==> config.mk <==
export PLATFORM = sky130hd
export DESIGN_NAME = vedio_src_ctrl
export DESIGN_NICKNAME = d
export VERILOG_FILES = /design/src/rtl/vedio_src_ctrl.sv
export SDC_FILE = /design/constraint.sdc
export NUM_CORES = 1
export LEC_CHECK = 0
export ABC_CLOCK_PERIOD_IN_PS = 3130
export CORE_MARGIN = 2
export CORE_UTILIZATION = 50
export CTS_CLUSTER_SIZE = 24
export DETAILED_ROUTE_END_ITERATION = 10
export GPL_TIMING_DRIVEN = 0
export PLACE_DENSITY = 0.74
export RECOVER_POWER = 25
export SYNTH_ARGS = -nofsm -noshare
export SYNTH_HDL_FRONTEND = slang
export SYNTH_SLANG_ARGS = --single-unit
export TNS_END_PERCENT = 5
==> constraint.sdc <==
create_clock -name clk -period 3.13 [get_ports clk]
set_input_delay 0.626 -clock clk [delete_from_list [all_inputs] [get_ports clk]]
set_output_delay 0.626 -clock clk [all_outputs]
set_load 0.05 [all_outputs]
==> src/rtl/vedio_src_ctrl.sv <==
// Frame scheduler and sync-geometry monitor for the simulation video source.
// Releases the source from reset per run, picks each frame's image file and flags malformed hsync/vsync timing.
module vedio_src_ctrl #(
  parameter int IW        = 640,
  parameter int IH        = 480,
  parameter int SRC_CHN   = 3,
  parameter int FRAME_NUM = 4,
  parameter int CNT_W     = 16
) (
  input  logic             clk,
  input  logic             rst,
  input  logic             start,
  input  logic             stop,
  input  logic [1:0]       mode,
  input  logic [1:0]       fix_sel,
  input  logic             src_hsync,
  input  logic             src_vsync,
  output logic             src_rst_n,
  output logic [1:0]       src_sel,
  output logic             busy,
  output logic             done,
  output logic [CNT_W-1:0] frame_cnt,
  output logic             err_line,
  output logic             err_frame,
  output logic             err_sync
);

  localparam logic [CNT_W-1:0] LINE_LEN    = CNT_W'(IW * SRC_CHN);
  localparam logic [CNT_W-1:0] FRAME_LINES = CNT_W'(IH);
  localparam logic [CNT_W-1:0] FRAME_LAST  = CNT_W'(FRAME_NUM);
  localparam bit               HAS_LIMIT   = (FRAME_NUM != 0);

  typedef enum logic [2:0] {IDLE, ARM, RUN, DRAIN, DONE} state_t;

  state_t           state_reg, state_next;
  logic             hs_reg, vs_reg;
  logic [1:0]       sel_reg, sel_next;
  logic             done_reg, done_next;
  logic             stop_pend_reg, stop_pend_next;
  logic [CNT_W-1:0] frame_cnt_reg, frame_cnt_next;
  logic [CNT_W-1:0] pix_cnt_reg, pix_cnt_next;
  logic [CNT_W-1:0] line_cnt_reg, line_cnt_next;
  logic             err_line_reg, err_line_next;
  logic             err_frame_reg, err_frame_next;
  logic             err_sync_reg, err_sync_next;

  logic             hs_rise, hs_fall, vs_rise, vs_fall;
  logic             active;
  logic [CNT_W-1:0] frame_inc;
  logic             last_frame;

  // Edges compare the raw input against last cycle's copy, so they fire in the cycle the input changes.
  assign hs_rise    = src_hsync & ~hs_reg;
  assign hs_fall    = ~src_hsync & hs_reg;
  assign vs_rise    = src_vsync & ~vs_reg;
  assign vs_fall    = ~src_vsync & vs_reg;
  assign active     = (state_reg == ARM) || (state_reg == RUN) || (state_reg == DRAIN);
  assign frame_inc  = frame_cnt_reg + CNT_W'(1);
  assign last_frame = HAS_LIMIT && (frame_inc == FRAME_LAST);

  always_ff @(posedge clk) begin
    if (rst) begin
      state_reg     <= IDLE;
      hs_reg        <= 1'b0;
      vs_reg        <= 1'b0;
      sel_reg       <= 2'd0;
      done_reg      <= 1'b0;
      stop_pend_reg <= 1'b0;
      frame_cnt_reg <= '0;
      pix_cnt_reg   <= '0;
      line_cnt_reg  <= '0;
      err_line_reg  <= 1'b0;
      err_frame_reg <= 1'b0;
      err_sync_reg  <= 1'b0;
    end else begin
      state_reg     <= state_next;
      hs_reg        <= src_hsync;
      vs_reg        <= src_vsync;
      sel_reg       <= sel_next;
      done_reg      <= done_next;
      stop_pend_reg <= stop_pend_next;
      frame_cnt_reg <= frame_cnt_next;
      pix_cnt_reg   <= pix_cnt_next;
      line_cnt_reg  <= line_cnt_next;
      err_line_reg  <= err_line_next;
      err_frame_reg <= err_frame_next;
      err_sync_reg  <= err_sync_next;
    end
  end

  always_comb begin
    state_next     = state_reg;
    sel_next       = sel_reg;
    done_next      = 1'b0;
    stop_pend_next = stop_pend_reg;
    frame_cnt_next = frame_cnt_reg;
    pix_cnt_next   = pix_cnt_reg;
    line_cnt_next  = line_cnt_reg;
    err_line_next  = err_line_reg;
    err_frame_next = err_frame_reg;
    err_sync_next  = err_sync_reg;

    if (active && src_hsync && !src_vsync) err_sync_next = 1'b1;

    case (state_reg)
      IDLE, DONE: begin
        if (start) begin
          state_next     = ARM;
          sel_next       = fix_sel;
          stop_pend_next = 1'b0;
          frame_cnt_next = '0;
          pix_cnt_next   = '0;
          line_cnt_next  = '0;
          err_line_next  = 1'b0;
          err_frame_next = 1'b0;
          err_sync_next  = 1'b0;
        end
      end
      ARM: begin
        if (stop) begin
          state_next = DONE;
          done_next  = 1'b1;
        end else if (vs_rise) begin
          state_next = RUN;
        end
      end
      RUN, DRAIN: begin
        if (src_hsync && (pix_cnt_reg != '1)) pix_cnt_next = pix_cnt_reg + CNT_W'(1);
        if (hs_fall) begin
          if (pix_cnt_reg != LINE_LEN) err_line_next = 1'b1;
          pix_cnt_next = '0;
        end
        if (hs_rise && (line_cnt_reg != '1)) line_cnt_next = line_cnt_reg + CNT_W'(1);
        if ((state_reg == RUN) && stop) begin
          stop_pend_next = 1'b1;
          state_next     = DRAIN;
        end
        // vsync fall closes a frame; a stop arriving in the same cycle still counts that frame.
        if (vs_fall) begin
          if (line_cnt_reg != FRAME_LINES) err_frame_next = 1'b1;
          line_cnt_next  = '0;
          frame_cnt_next = frame_inc;
          if (last_frame || stop_pend_next || (state_reg == DRAIN)) begin
            state_next = DONE;
            done_next  = 1'b1;
          end else begin
            case (mode)
              2'd1:    sel_next = sel_reg + 2'd1;
              2'd2:    sel_next = {1'b0, ~sel_reg[0]};
              default: sel_next = sel_reg;
            endcase
          end
        end
      end
      default: state_next = IDLE;
    endcase
  end

  assign src_rst_n = active;
  assign busy      = active;
  assign src_sel   = sel_reg;
  assign done      = done_reg;
  assign frame_cnt = frame_cnt_reg;
  assign err_line  = err_line_reg;
  assign err_frame = err_frame_reg;
  assign err_sync  = err_sync_reg;

endmodule

## After elaboration in Yosys (flattened, before gate mapping)

Cells that the tools add are included.

- Add/subtract/negate cells: 4
- Equal/unequal tests: 21
- Muxes and demuxes: 38
- Bitwise operators: 9
- Reduce and logical (&&, ||, !) cells: 22

Operators with widths:

| kind | count |
|---|---|
| 2-to-1 mux 16 bit | 6 |
| one-hot mux 16 bit (2 select lines) | 3 |
| adder 16 x 1 -> 16 bit (second input constant) | 3 |
| != test 16 bit (second input constant) | 2 |
| 2-to-1 mux 3 bit | 6 |
| == test 16 x 3 -> 1 bit (second input constant) | 1 |
| != test 16 x 11 -> 1 bit (second input constant) | 1 |
| != test 16 x 9 -> 1 bit (second input constant) | 1 |
| 2-to-1 mux 1 bit | 13 |
| != test 2 bit (second input constant) | 6 |
| != test 3 bit (second input constant) | 4 |
| one-hot mux 3 bit (3 select lines) | 1 |
| AND reduction 3 bit | 3 |
| one-hot mux 1 bit (2 select lines) | 4 |
| one-hot mux 2 bit (2 select lines) | 2 |
| AND reduction 4 bit | 2 |
| == test 3 x 2 -> 1 bit (second input constant) | 2 |
| 2-to-1 mux 2 bit | 3 |
| logical AND 1 bit | 5 |
| NOT 1 bit | 5 |
| AND reduction 5 bit | 1 |
| AND 1 bit | 4 |
| logical OR 1 bit | 4 |
| AND reduction 2 bit | 2 |
| other kinds (9) | 10 |

- Register bits: 60
- Input bits: 10
- Output and inout port bits: 24
- Word-level logic and storage cells: 106

## Logic depth before layout (Yosys ltp)

Gate-level depths: netlist (run 1).

- Depth in word-level cells: 9
- Depth in mapped cells: 10
- Depth with buffers taken out: 8

## Least setup slack after synthesis (run 1)

Ideal clock, no wire load.

- Path kind: reg-to-reg
- From: reg frame_cnt_reg[4] (netlist: frame_cnt[4])
- To: reg state_reg[1]
- Setup time: 100 ps
- Arrival: 2941 ps
- Required time: 3030 ps
- Slack: 90 ps
- Cell stages (with the launch flop): 9
- Path buffers: 1
- Clock period less this slack: 3040 ps
- Cell sequence: dfxtp_1 -> clkbuf_2 -> nand2_1 -> or4_4 -> nor3b_1 -> o211a_1 -> o2111a_2 -> or4_4 -> a2111oi_4

- Word-level cells in the longest chain between the ends: 7

RTL lines:

| what | RTL line | text |
|---|---|---|
| start: declaration | 40 | `logic [CNT_W-1:0] frame_cnt_reg, frame_cnt_next;` |
| start signal: assignment | 82 | `frame_cnt_reg <= frame_cnt_next;` |
| adder 16 x 1 -> 16 bit | 58 | `assign frame_inc = frame_cnt_reg + CNT_W'(1);` |
| == test 16 x 3 -> 1 bit | 59 | `assign last_frame = HAS_LIMIT && (frame_inc == FRAME_LAST);` |
| logical OR 1 bit (2 in a row) | 143 | `if (last_frame \|\| stop_pend_next \|\| (state_reg == DRAIN)) begin` |
| 2-to-1 mux 3 bit | 143 |  |
| 2-to-1 mux 3 bit | 139 | `if (vs_fall) begin` |
| one-hot mux 3 bit (3 select lines) | 105 | `case (state_reg)` |
| end signal: assignment | 76 | `state_reg <= state_next;` |
| end: declaration | 35 | `state_t state_reg, state_next;` |

Every way passes these cells.
A chain may end at the register's enable or synchronous reset.

## Worst setup path in the final report (run 1)

- From: in src_vsync
- To: reg line_cnt_reg[11]

- Word-level cells in the longest chain between the ends: 4
- Elaborated cells on any way between the ends: 6
- Those cells by class: eq/ne: 1; mux: 2; bitwise: 2; reduce/logical: 1

RTL lines:

| what | RTL line | text |
|---|---|---|
| start: declaration | 17 | `input logic src_vsync,` |
| NOT 1 bit (*) | 56 | `assign vs_fall = ~src_vsync & vs_reg;` |
| AND 1 bit (*) | 56 |  |
| != test 3 bit (no source line) or 2-to-1 mux 16 bit (tied branches) | -- |  |
| AND reduction 3 bit (no source line) or one-hot mux 16 bit (2 select lines) (tied branches) | -- |  |
| end signal: assignment | 84 | `line_cnt_reg <= line_cnt_next;` |
| end: declaration | 42 | `logic [CNT_W-1:0] line_cnt_reg, line_cnt_next;` |

Mark *: on every way between the ends. The rest lies on a longest branch, timed or not.

==> impl_metrics.toml, run 1 <==
[cells_and_area]
multi_input_area_um2 = 1840
ff_latch_area_um2 = 1200
post_route_cells_drive_above_1_share = 0.0754
stdcell_area_um2 = 3800
n_antenna_cell = 0
final.fill_count = 533
final_net_count = 462
area_growth_pct = 21.1
layoutNonFillerInstCount = 526

[logic_synthesis]
number_of_storage_elements_in_the_synthesis_netlist = 60
synth-edff-count = 0
synth_largest_area_cell = "sky130_fd_sc_hd__dfxtp_1"
avgSynthCellArea_um2 = 7.89
synthCells = 398
ys_warn_count = 0
ys.flop_type = "sky130_fd_sc_hd__dfxtp_1"
synth_top_cell_area_share = 0.383
synthArstFlopShare = 0
yosysSeqAreaShare = 0.383
synth.area.top_cells = "sky130_fd_sc_hd__dfxtp_1 (38%), sky130_fd_sc_hd__nor2_1 (8.6%), sky130_fd_sc_hd__xor2_1 (4.2%)"
syn_area_um2 = 3140
synth_cell_types = 55
postSynthNetCount = 414

[setup_path]
ordered_list_of_cells_on_the_worst_path = "clkdlybuf4s50_1, nand2b_1, nor2_1, nor2_1, a2111o_1, or2_1, or4b_1, a21oi_1"
timing.critical_path.slowest_stage_cell = "sky130_fd_sc_hd__clkdlybuf4s50_1"
critical-path-top-delay-family = "simple AND/OR/NAND/NOR gates"
critical_path.max_stage_delay_ns = 0.49
arrival_ns = 3.30
setup.worst_path.class = "in -> reg"
cp_common_cell = "sky130_fd_sc_hd__nor2_1"
reg2reg_setup_slack_ns = 0.20
worst_r2r_path_cells = 9
start_kind = "input port"
endpoint_kind = "flop"
worstReg2RegStart = "state_reg[2]$_SDFFE_PP0P_"
worst-path-buf-inv = 1
critical_path_required_ns = 3.40
critical_path.reg2reg.endpoint = "line_cnt_reg[11]$_SDFFE_PP0P_"
critical_path_peak_fanout = 7

[floorplan]
top_level_ports = 34
die_y_um = 83.2
initial_utilization = 0.524
core.rowCount = 28
die_area_um2 = 6930
die_width_um = 83.2
core_area_um2 = 5990

[placement]
placed_cells = 506
placed_cell_area_um2 = 3560
dpl_worst_slack_ns = -0.504
io_buffer_count = 33
weighted_congestion_reported_at_the_end_of_routability_driven_placement = 0.861
dp_hpwl_mm = 5.44

[global_routing]
grt_pass1_wl_mm = 13.0
grt-ovfl-total = 0
first_global_vias = 2784
grt_start_max_net_pins = 11
antenna_found_initial = 0
track_usage = 0.228

[drt]
vias = 3046
detailedRoute.firstPassIterationCount = 5
wirelength_per_cell_um = 14.9
detail_route.vias_per_cell = 5.79
route.final.wire_length_mm = 7.83
drc_errors = 0
final_antenna_net_count = 0
drt_iter0_markers = 184

[sta]
report.final.slew_viol_count = 0
grt_setup_unrepaired = "true"
clock-skew-final_ns = 0.00615
final_hold_viol_count = 0
worst_slew_pin_slew_ns = 0.550
final_period_minus_worst_setup_slack_ns = 3.03
layout_worst_path_cycle_share = 0.968
finalSetupViolations = 0
setup_tns_ns = 0
setup_ws_ns = 0.101
slew_headroom = 0.630
clock.fmax_ghz = 0.330

[clock_network]
clk_root_buffer_cell = "sky130_fd_sc_hd__clkbuf_8"
h-tree-depth = 3
cts-root-to-sink-buffers = 2
clkLatencyLatePin_ns = 0.34
tritoncts = "done"
clk_pin_slew_worst_paths_ns = 0.07
number_of_cts_inserted_buffers = 9
cts.sinks = 60

[worst_hold_path]
worstHoldEndpoint = "line_cnt_reg[9]$_SDFFE_PP0P_"
kind_of_path_behind_the_tightest_hold_check = "reg -> reg"
hold-path-cell-count = 2
timing.hold.worst.start = "line_cnt_reg[9]$_SDFFE_PP0P_"

[job]
max_cap_viol_count = 0

[power_and_ir_drop]
cellPowerDensity_nw_per_um2 = 436
static-leakage-power_nw = 1.33
peakVddDrop_mv = 0.286

[outcome]
status = "completed"
cell families (layout without fill, tap and decap cells):
family / after synthesis / count (layout) / synth area share
and+or+nand+nor: 205 / 205 / 0.332
AOI/OAI and AO/OA: 72 / 72 / 0.148
DFF: 60 / 60 / 0.383
xor gates and xnor gates: 27 / 27 / 0.0753
buffers and inverters: 27 / 80 / 0.0347
adders and majority gates: 6 / 6 / 0.0239
muxes: 1 / 1 / 0.00319
worst reg2reg max path, cell delays in order, from the launching register on:
cell and delay (ns):
sky130_fd_sc_hd__dfxtp_1 0.30, sky130_fd_sc_hd__clkbuf_1 0.22, sky130_fd_sc_hd__nand2b_1 0.21, sky130_fd_sc_hd__clkbuf_1 0.23
sky130_fd_sc_hd__nor2_1 0.43, sky130_fd_sc_hd__nor2_1 0.13, sky130_fd_sc_hd__a2111o_1 0.46, sky130_fd_sc_hd__or2_1 0.27
sky130_fd_sc_hd__or4b_1 0.47, sky130_fd_sc_hd__a21oi_1 0.14
placed cells by master (no fill, tap or decap), drive strengths merged, types with 2 or more instances in the layout:
master	Yosys	layout
a211oi	2	2
a21oi	23	23
a22oi	3	3
a31oi	7	7
and2	2	2
and3	4	4
and4	4	4
buf	5	9
clkbuf	11	23
clkdlybuf4s50	0	23
clkinv	0	2
dfxtp	60	60
dlygate4sd3	0	10
ha	6	6
inv	11	11
nand2	31	31
nand2b	5	5
nand3	16	16
nand3b	2	2
nand4	12	12
nor2	72	72
nor2b	5	5
nor3	19	19
nor3b	7	7
nor4	7	7
nor4b	3	3
o21ai	21	21
o31ai	2	2
or2	3	3
or3	7	7
or4	3	3
xnor2	12	12
xor2	15	15
where the power goes:
part / switching, mW / total [mW] / internal (mW)
Combinational: 0.102 / 0.157 / 0.0553
Sequential: 0.00470 / 0.775 / 0.770
Clock: 0.316 / 0.725 / 0.409
cells in the mapped netlist, types with 2 or more instances:
cell type / instances
sky130_fd_sc_hd__nor2_1: 72
sky130_fd_sc_hd__dfxtp_1: 60
sky130_fd_sc_hd__nand2_1: 31
sky130_fd_sc_hd__a21oi_1: 23
sky130_fd_sc_hd__o21ai_0: 21
sky130_fd_sc_hd__nor3_1: 19
sky130_fd_sc_hd__nand3_1: 16
sky130_fd_sc_hd__xor2_1: 15
sky130_fd_sc_hd__xnor2_1: 12
sky130_fd_sc_hd__inv_1: 11
sky130_fd_sc_hd__nand4_1: 11
sky130_fd_sc_hd__clkbuf_1: 10
sky130_fd_sc_hd__a31oi_1: 7
sky130_fd_sc_hd__nor4_1: 7
sky130_fd_sc_hd__or3_1: 7
sky130_fd_sc_hd__ha_1: 6
sky130_fd_sc_hd__nor3b_1: 6
sky130_fd_sc_hd__nand2b_1: 5
sky130_fd_sc_hd__nor2b_1: 5
sky130_fd_sc_hd__and3_1: 4
sky130_fd_sc_hd__and4_1: 4
sky130_fd_sc_hd__a22oi_1: 3
sky130_fd_sc_hd__nor4b_1: 3
sky130_fd_sc_hd__a211oi_1: 2
sky130_fd_sc_hd__and2_1: 2
sky130_fd_sc_hd__buf_1: 2
sky130_fd_sc_hd__buf_2: 2
sky130_fd_sc_hd__nand3b_1: 2
sky130_fd_sc_hd__o31ai_1: 2
sky130_fd_sc_hd__or2_2: 2
sky130_fd_sc_hd__or4_4: 2
cell type report:
type,count,share of cell area
clock inverter,4,0.0125
multi-input combinational,311,0.483
buffer,16,0.0178
tap,75,0.0247
inverter,11,0.0109
timing repair buffer,37,0.0948
clock buffer,12,0.0408
sequential,60,0.316
metrics by stage:
step / util / power [mW] / hold slack [ns]
5_1_grt: 0.635 / 1.71 / 0.523
2_1_floorplan: - / 0.888 / 0.471
3_5_place_dp: 0.595 / 0.941 / 0.490
6_report: 0.635 / 1.66 / 0.504
3_3_place_gp: 0.595 / 0.940 / 0.485
4_1_cts: 0.630 / 1.66 / 0.500
what timing repair did:
item,in CTS,in global routing
hold buffers,0,0
setup endpoints to repair,1,2
resized for setup,1,0
buffers inserted,0,4
metal layers:
metal | GRT usage | wire (µm) | vias to the layer above
li1 | - | - | 1511
met1 | 0.311 | 3600 | 1415
met2 | 0.361 | 3660 | 103
met3 | 0.0328 | 443 | 17
met4 | 0.0939 | 130 | 0
met5 | 0 | 0 | -
worst max path at each step:
stage                                         end  slack (ns)                      start  cells past startpoint
global placement    line_cnt_reg[11]$_SDFFE_PP0P_       -0.44                      start                      8
floorplan               state_reg[1]$_SDFFE_PP0P_        0.09  frame_cnt[4]$_SDFFE_PP0P_                      8
global route         line_cnt_reg[3]$_SDFFE_PP0P_       -0.02  state_reg[2]$_SDFFE_PP0P_                     10
detailed placement  line_cnt_reg[11]$_SDFFE_PP0P_       -0.50                      start                      8
CTS                 line_cnt_reg[11]$_SDFFE_PP0P_        0.03                      start                      8
finish              line_cnt_reg[11]$_SDFFE_PP0P_        0.10                  src_vsync                      8
Note: power is estimated with default switching activity, not from simulation.
==> inputs of run 2 (changes only) <==
Settings changed: ABC_AREA from default to 1, ABC_CLOCK_PERIOD_IN_PS 3130 to 3880.
Clock period 3.13 ns to 3.88 ns, I/O delays scaled along.
==> run 2 against run 1 <==
Global-route usage rose by 0.58 points. Sequential cell count is the same. Synthesized area is 4.5% higher. First-iteration DRC count grew 6.0%. Synthesized cell count up 23%. Clock power down 21%. Worst hold slack got worse by 0.051 ns. Via count is 8.7% higher. Sequential share of layout area is 0.68 points lower. Clock skew is essentially flat. Sequential power decreased by 17%. Critical endpoint is now frame_cnt[10]$_SDFFE_PP0P_. Largest cell class unchanged.
==> impl_metrics.toml, run 2 <==
[outcome]
status = "completed"

[global_routing]
grt-ovfl-total = 0
grt_pass1_wl_mm = 13.7
first_global_vias = 3091
grt_start_max_net_pins = 11
antenna_found_initial = 0
track_usage = 0.234

[cells_and_area]
final_net_count = 551
n_antenna_cell = 0
stdcell_area_um2 = 3890
commonest_non_fill_non_tap_cell_in_the_layout = "sky130_fd_sc_hd__nand2_1"
post_route_cells_drive_above_1_share = 0.0685
area_growth_pct = 18.4
final_cell_mix = "sky130_fd_sc_hd__nand2_1 (109), sky130_fd_sc_hd__nor2_1 (67), sky130_fd_sc_hd__inv_1 (65)"

[floorplan]
die_width_um = 85.0
core.rowCount = 29
die_area_um2 = 7230
core_area_um2 = 6350
top_level_ports = 34
initial_utilization = 0.517
die_y_um = 85.0

[setup_path]
worst-path-buf-inv = 2
start_kind = "input port"
worst_r2r_path_cells = 13
critical-path-top-delay-family = "simple AND/OR/NAND/NOR gates"
arrival_ns = 3.04
critical_path.max_stage_delay_ns = 0.58
worstSetupPathDepth = 8
ordered_list_of_cells_on_the_worst_path = "dlygate4sd3_1, nor2_1, nor2_1, inv_1, nand2_1, nor2_2, nand2_1, o21ai_0"
critical_path_peak_fanout = 10
critical_path_required_ns = 4.14
timing.critical_path.slowest_stage_cell = "sky130_fd_sc_hd__dlygate4sd3_1"
setup.worst_path.class = "in -> reg"
endpoint_kind = "flop"

[logic_synthesis]
synth-edff-count = 0
number_of_storage_elements_in_the_synthesis_netlist = 60
ys_warn_count = 0
synth_most_common_cell = "sky130_fd_sc_hd__nand2_1"
synth.area.top_cells = "sky130_fd_sc_hd__dfxtp_1 (37%), sky130_fd_sc_hd__nand2_1 (12%), sky130_fd_sc_hd__nor2_1 (7.5%)"
synth_largest_area_cell = "sky130_fd_sc_hd__dfxtp_1"
ys.flop_type = "sky130_fd_sc_hd__dfxtp_1"
synthArstFlopShare = 0
synth.top_cells.by_count = "sky130_fd_sc_hd__nand2_1 (106), sky130_fd_sc_hd__nor2_1 (66), sky130_fd_sc_hd__inv_1 (64)"
synth_cell_types = 40
postSynthNetCount = 507
synth_top_cell_area_share = 0.366
avgSynthCellArea_um2 = 6.68
syn_area_um2 = 3280
yosysSeqAreaShare = 0.366
synthCells = 491

[sta]
layout_worst_path_cycle_share = 0.715
final_hold_viol_count = 0
slew_headroom = 0.534
clock-skew-final_ns = 0.00662
setup_tns_ns = 0
grt_setup_unrepaired = "false"
final_period_minus_worst_setup_slack_ns = 2.78
finalSetupViolations = 0
clock.fmax_ghz = 0.360
setup_ws_ns = 1.10
worst_slew_pin_slew_ns = 0.699
report.final.slew_viol_count = 0

[clock_network]
postCtsSetupRepairBufs = 0
cts-root-to-sink-buffers = 2
cts.hold.buffers_added = 0
cts.sinks = 60
clkLatencyLatePin_ns = 0.34
clk_pin_slew_worst_paths_ns = 0.06
number_of_cts_inserted_buffers = 9
clk_root_buffer_cell = "sky130_fd_sc_hd__clkbuf_8"
h-tree-depth = 3
tritoncts = "done"
resized_after_cts = 0

[drt]
route.final.wire_length_mm = 7.94
detailedRoute.firstPassIterationCount = 6
vias = 3310
final_antenna_net_count = 0
drc_errors = 0
detail_route.vias_per_cell = 5.36
wirelength_per_cell_um = 12.9
drt_iter0_markers = 195

[power_and_ir_drop]
cellPowerDensity_nw_per_um2 = 366
peakVddDrop_mv = 0.329
fin_total_pwr_mw = 1.42
static-leakage-power_nw = 1.52

[placement]
io_buffer_count = 33
placed_cell_area_um2 = 3710
dpl_worst_slack_ns = 1.04
dp_hpwl_mm = 5.91
weighted_congestion_reported_at_the_end_of_routability_driven_placement = 0.893

[worst_hold_path]
kind_of_path_behind_the_tightest_hold_check = "reg -> reg"
hold-path-cell-count = 2

[job]
max_cap_viol_count = 0
-- run 2: changes by cell type in the layout (fill, tap and decap cells not counted), moves of 8 or more --
cell / change
sky130_fd_sc_hd__inv_1: +54
sky130_fd_sc_hd__xnor2_1: -10
sky130_fd_sc_hd__o21ai_1: +8
sky130_fd_sc_hd__nand2_1: +78
sky130_fd_sc_hd__xor2_1: -11
sky130_fd_sc_hd__nand3_1: +18
sky130_fd_sc_hd__a21oi_1: +14
-- run 2: stage by stage --
step,hold slack [ns],cells,utilization
5_1_grt,0.490,617,0.612
4_1_cts,0.459,617,0.616
2_1_floorplan,0.442,491,-
6_report,0.453,617,0.612
3_3_place_gp,0.446,601,0.584
3_5_place_dp,0.450,601,0.584
-- run 2: final cells by class --
| type | count | area [µm²] |
|---|---|---|
| Sequential cell | 60 | 1200 |
| Fill cell | 609 | 2460 |
| Clock inverter | 4 | 47.5 |
| Tap cell | 77 | 96.3 |
| Clock buffer | 12 | 155 |
| Buffer | 7 | 38.8 |
| Multi-Input combinational cell | 353 | 1750 |
| Timing Repair Buffer | 33 | 330 |
| Inverter | 71 | 267 |
-- run 2: worst register-to-register path: cells and delay by family, from the launching register on --
kind / cells / cell delay (ns)
buffers and inverters: 1 / 0.32
AO/OA/AOI/OAI: 1 / 0.17
adder cells (fa/ha/maj): 1 / 0.25
flip-flops: 1 / 0.45
AND/OR/NAND/NOR: 10 / 1.00
-- run 2: cell families after synthesis --
group	Yosys count	synth area share
compound gates	81	0.139
xor+xnor	6	0.0160
simple gates	260	0.363
buf+inv	78	0.0934
flops	60	0.366
fa+ha+maj	6	0.0229
-- run 2: per-layer routing --
metal	GRT usage	routed length (µm)	vias to the layer above
met3	0.0710	406	13
met5	0	0	-
met4	0.0707	102	0
li1	-	-	1699
met2	0.384	3780	87
met1	0.296	3650	1511
-- run 2: where the power goes --
group	switching [mW]	internal (mW)	leakage, nW
Sequential	0.0112	0.629	0.485
Clock	0.246	0.329	0.102
Combinational	0.144	0.0617	0.930
Total	0.401	1.02	1.52
-- run 2: path summary, 6_finish.rpt --
check	start	endpoint	slack [ns]
worst max-delay path	src_vsync	frame_cnt[10]$_SDFFE_PP0P_	1.10
worst min-delay path	err_frame$_SDFFE_PP0P_	err_frame$_SDFFE_PP0P_	0.45
worst max register to register	line_cnt_reg[0]$_SDFFE_PP0P_	line_cnt_reg[9]$_SDFFE_PP0P_	1.57
worst min register to register	err_frame$_SDFFE_PP0P_	err_frame$_SDFFE_PP0P_	0.45
